===== config.mk =====
export PLATFORM = sky130hd
export DESIGN_NAME = latch_fifo
export DESIGN_NICKNAME = d
export VERILOG_FILES = /design/src/rtl/latch_fifo.sv
export SDC_FILE = /design/constraint.sdc
export NUM_CORES = 1
export LEC_CHECK = 0
export CAP_MARGIN = 20
export CORE_UTILIZATION = 24
export DETAILED_ROUTE_END_ITERATION = 12
export PLACE_DENSITY = 0.39
export SYNTH_ARGS = -nofsm -noshare
export SYNTH_HDL_FRONTEND = slang
export SYNTH_SLANG_ARGS = --single-unit

===== constraint.sdc =====
create_clock -name CLK -period 4.1 [get_ports CLK]
set_input_delay 0.82 -clock CLK [delete_from_list [all_inputs] [get_ports CLK]]
set_output_delay 0.82 -clock CLK [all_outputs]
set_load 0.05 [all_outputs]

===== src/rtl/latch_fifo.sv =====
// rtl/latch_fifo.sv - latch-array FIFO with flop pointers; LATCH_FIFO_ERR_EN enables the sticky ERR flag
// Latches open while CLK is low for the entry written at the preceding rising edge.
module latch_fifo #(
   parameter int WIDTH = 8,
   parameter int DEPTH = 4
) (
   input  logic                       CLK,
   input  logic                       RSTB,
   input  logic                       WR_EN,
   input  logic [WIDTH-1:0]           D,
   output logic                       FULL,
   input  logic                       RD_EN,
   output logic [WIDTH-1:0]           Q,
   output logic                       EMPTY,
   output logic [$clog2(DEPTH+1)-1:0] COUNT,
   output logic                       ERR
);

   localparam int PW = $clog2(DEPTH);
   localparam int CW = $clog2(DEPTH+1);

   logic [PW-1:0]    wr_ptr;
   logic [PW-1:0]    rd_ptr;
   logic [PW-1:0]    pend_ptr;
   logic [CW-1:0]    occ;
   logic             pend;
   logic [WIDTH-1:0] wdata;
   logic             push;
   logic             pop;
   logic [WIDTH-1:0] mem_rd [DEPTH];

   assign FULL  = (occ == CW'(DEPTH));
   assign COUNT = occ - CW'(pend);
   assign EMPTY = (COUNT == '0);
   assign push  = WR_EN & ~FULL;
   assign pop   = RD_EN & ~EMPTY;

   always_ff @(posedge CLK or negedge RSTB) begin
      if (!RSTB) begin
         wr_ptr   <= '0;
         rd_ptr   <= '0;
         pend_ptr <= '0;
         occ      <= '0;
         pend     <= 1'b0;
         wdata    <= '0;
      end else begin
         // A new push keeps pend high; the previous write retires at this same edge.
         if (push) begin
            wdata    <= D;
            pend_ptr <= wr_ptr;
            wr_ptr   <= wr_ptr + PW'(1);
            pend     <= 1'b1;
         end else begin
            pend     <= 1'b0;
         end
         if (pop) begin
            rd_ptr   <= rd_ptr + PW'(1);
         end
         occ <= occ + CW'(push) - CW'(pop);
      end
   end

   for (genvar i = 0; i < DEPTH; i++) begin : g_entry
      logic             lat_en;
      logic [WIDTH-1:0] word;

      // Gating by CLK low closes the latch before wdata/pend_ptr change at the rising edge.
      assign lat_en = ~CLK & pend & (pend_ptr == PW'(i));

      always_latch begin
         if (lat_en) begin
            word <= wdata;
         end
      end

      assign mem_rd[i] = word;
   end

   assign Q = EMPTY ? '0 : mem_rd[rd_ptr];

`ifdef LATCH_FIFO_ERR_EN
   logic err_q;

   always_ff @(posedge CLK or negedge RSTB) begin
      if (!RSTB) begin
         err_q <= 1'b0;
      end else if ((WR_EN & FULL) | (RD_EN & EMPTY)) begin
         err_q <= 1'b1;
      end
   end

   assign ERR = err_q;
`else
   assign ERR = 1'b0;
`endif

endmodule

# Word level (Yosys, flattened, before mapping)
# Index checks and enable logic that the tools add are counted.
# Widths: inputs -> output; s select.
totals:
  register_bits: 18
  latchBits: 32
  input_bits: 12
op_classes:
  addsub: 5
  magnitude_cmp: 1
  eq_ne: 4
  n_mux: 13
  bitwise_logic: 11
  n_reduce_logical: 2
ops:
  columns: ["op", "count"]
  rows:
  - ["$mux 8", 11]
  - ["$bmux 8 s2", 1]
  - ["$and 1x1->1", 7]
  - ["$sub 3x1->3", 2]
  - ["$add 2x1->2 const B", 2]
  - ["$eq 2x2->1 const B", 2]
  - ["$add 3x1->3", 1]
  - ["$eq 3x3->1 const B", 1]
  - ["$ge 3x3->1 const B", 1]
  - ["$logic_not 3->1", 1]
  - ["$not 1->1", 3]
  - ["$not 2->3", 1]
  - ["$eq 2x1->1 const B", 1]
  - ["$logic_not 2->1", 1]
  - ["$mux 1", 1]

# Logic depth before layout (Yosys ltp)
logic_depth:
  word_depth: 5
  mapped_depth: 12

==> reports/results.ini <==
[status]
outcome = finished with violations
violations = setup timing

[sta]
grt_setup_unrepaired = true
finalSetupViolations = 8
tightest_slew_ns = 0.882
worst_slack_ns = -0.954
final_hold_viol_count = 0
fin_skew_ns = 0.0812
finalSetupTns_ns = -7.46
drv_slew = 0
max_slew_margin_pct = 41.0

[global_route]
grt_busiest_layer = met2
grt_pass1_vias = 1265
grt_util_met3_pct = 6.16
grt_first_pass_wirelength_um = 5920
grt_max_degree = 19
grt-ovfl-total = 0
grt.met2_usage_pct = 17.0
met1_usage_pct = 12.5
antenna_found_initial = 0
grt.total_usage_pct = 12.2

[synthesis]
synth_top_area_share_pct = 30.2
yosys_register_bits = 50
synth_fp_nets = 132
syn_area_per_cell_um2 = 13.8
syn_inst = 115
netlist_top_cells_count = dlxtp_1, dfrtp_1, nor2b_1
ys_types = 26
ys_async_sr_fraction_pct = 36.0
yosys_most_used_dff = dlxtp_1
yosys_warnings = 0
synth_edf_count = 0
synth_most_common_cell = dlxtp_1
yosysTopAreaCell = dlxtp_1
syn_area_um2 = 1590
synthTopCellsByArea = dlxtp_1, dfrtp_1, mux4_2

[clock_tree]
cts_hold_buf = 0
path_clk_slew_ns = 0.07
cts_tree = done
clock_latency_ns = 0.96

[placement]
portBuffers = 24
place_area_um2 = 1880
place.detailed.hpwl_um = 2240
dp.cells = 213
gp_congestion = 0.655

[job]
drv_cap = 0

[critical_path]
worstPathMaxFanout = 1
slowest_stage = mux4_2
crit_buf_inv = 1
cp.required_ns = 3.28
cp_top_family = multiplexers
startpoint_type = latch
slowest_delay_ns = 0.47
cp-end-kind = primary output
crit_type = latch2out
ff2ff_path_depth = 12
path_depth = 3
path_cells = mux4_2 > nor2b_4 > buf_6
critPathArrivalTime_ns = 4.23

[floorplanning]
die_w_um = 83.4
ios = 26
rows = 29
die_h_um = 83.4
die_area_um2 = 6960
core-area_um2 = 6390
start_util_pct = 24.9

[cells_and_area]
diodes = 0
final_cell_area_um2 = 2290
syn_to_final_growth_pct = 44.0
final_cells = 241
fillerInstances = 625
layout.nets = 181
post_route_cells_drive_above_1_share_pct = 34.8

[routing]
drc = 0
via_per_inst = 4.32
drt-total-wl_um = 3510
dr.pass1.iters = 4
ant_nets = 0
routedWlPerCell_um = 14.5
drtIter0Drc = 34
vias = 1042

[min_path]
hold_class = reg2latch
whs_path_depth = 0

flip-flops by register name, indices dropped and copies added, names as in the netlist:
signal        flops
pend_ptr          2
wdata             8
occ               3
rd_ptr            2
pend              1
g_entry.word     32
wr_ptr            2
logic make-up after synthesis:
family / share of synthesized area, %
latches: 30.2
simple gates: 8.41
flops: 28.3
mux: 19.1
buf+inv: 4.17
xor+xnor: 3.85
fa+ha+maj: 4.40
compound gates: 1.34
other cells: 0.236
placed cells by master (no fill, tap or decap), types with 3 or more instances in the layout:
master           synthesis  final
buf_6                    0      8
clkbuf_8                 0     27
clkdlybuf4s50_1          0     16
dfrtp_1                 18     18
dlxtp_1                 32     32
ha_1                     4      4
inv_1                    8      8
mux2_2                   3      3
mux2_4                   6      6
mux4_2                   8      8
nand2_1                  3      3
nor2_1                   3      3
nor2b_1                  9      8
xnor2_1                  4      4
xor2_1                   3      3
metrics by stage:
| step | setup WS, ns | hold WS (ns) | util (%) |
|---|---|---|---|
| floorplan | 0.0170 | 0.416 | - |
| global placement | 0.194 | 0.428 | 29.4 |
| detailed placement | 0.175 | 0.442 | 29.4 |
| CTS | -0.969 | 0.379 | 35.9 |
| global route | -1.09 | 0.383 | 35.9 |
| finish | -0.954 | 0.366 | 35.9 |
worst register-to-register path: stages (launching register included):
cell and delay, ns:
dfrtp_1 0.42, inv_1 0.07, ha_1 0.20, ha_1 0.18, xor2_1 0.19, o21ai_0 0.31
inv_1 0.10, ha_1 0.28, inv_1 0.04, ha_1 0.19, fa_1 0.37, xor2_1 0.16
xnor2_1 0.13
path summary, 6_finish.rpt:
path	slack [ns]	to	startpoint
max in group asynchronous	3.12	wdata[5]	RSTB
min reg2reg	0.37	g_entry[3].word[4]	wdata[4]
max reg2reg	1.37	occ[2]	occ[0]
max	-0.95	Q[6]	g_entry[0].word[6]
min in group asynchronous	0.44	wdata[4]	RSTB
max in group gated	1.00	clock gate	pend
min	0.37	g_entry[3].word[4]	wdata[4]
min in group gated	4.83	clock gate	pend_ptr[1]
metal layers:
metal  wire length (um)  vias to the layer above
met5                  0                        -
met2               1740                       36
met1               1480                      517
met3                191                       13
li1                   -                      476
met4                 97                        0
what timing repair did:
item,in CTS,in global routing
gates resized for setup,10,0
cloned,0,0
pin swaps,0,0
setup endpoints to repair,8,8
setup buffers,0,0
layout make-up:
type	instances	area, um^2	area share (%)
multi-input combinational	53	602	26.3
inverter	8	30.0	1.31
tap	77	96.3	4.20
timing repair buffer	25	258	11.2
sequential	50	931	40.6
clock buffer	28	375	16.4
Power is not shown: default switching activity piles up to over one toggle a cycle in this logic, so the estimate is an artifact.
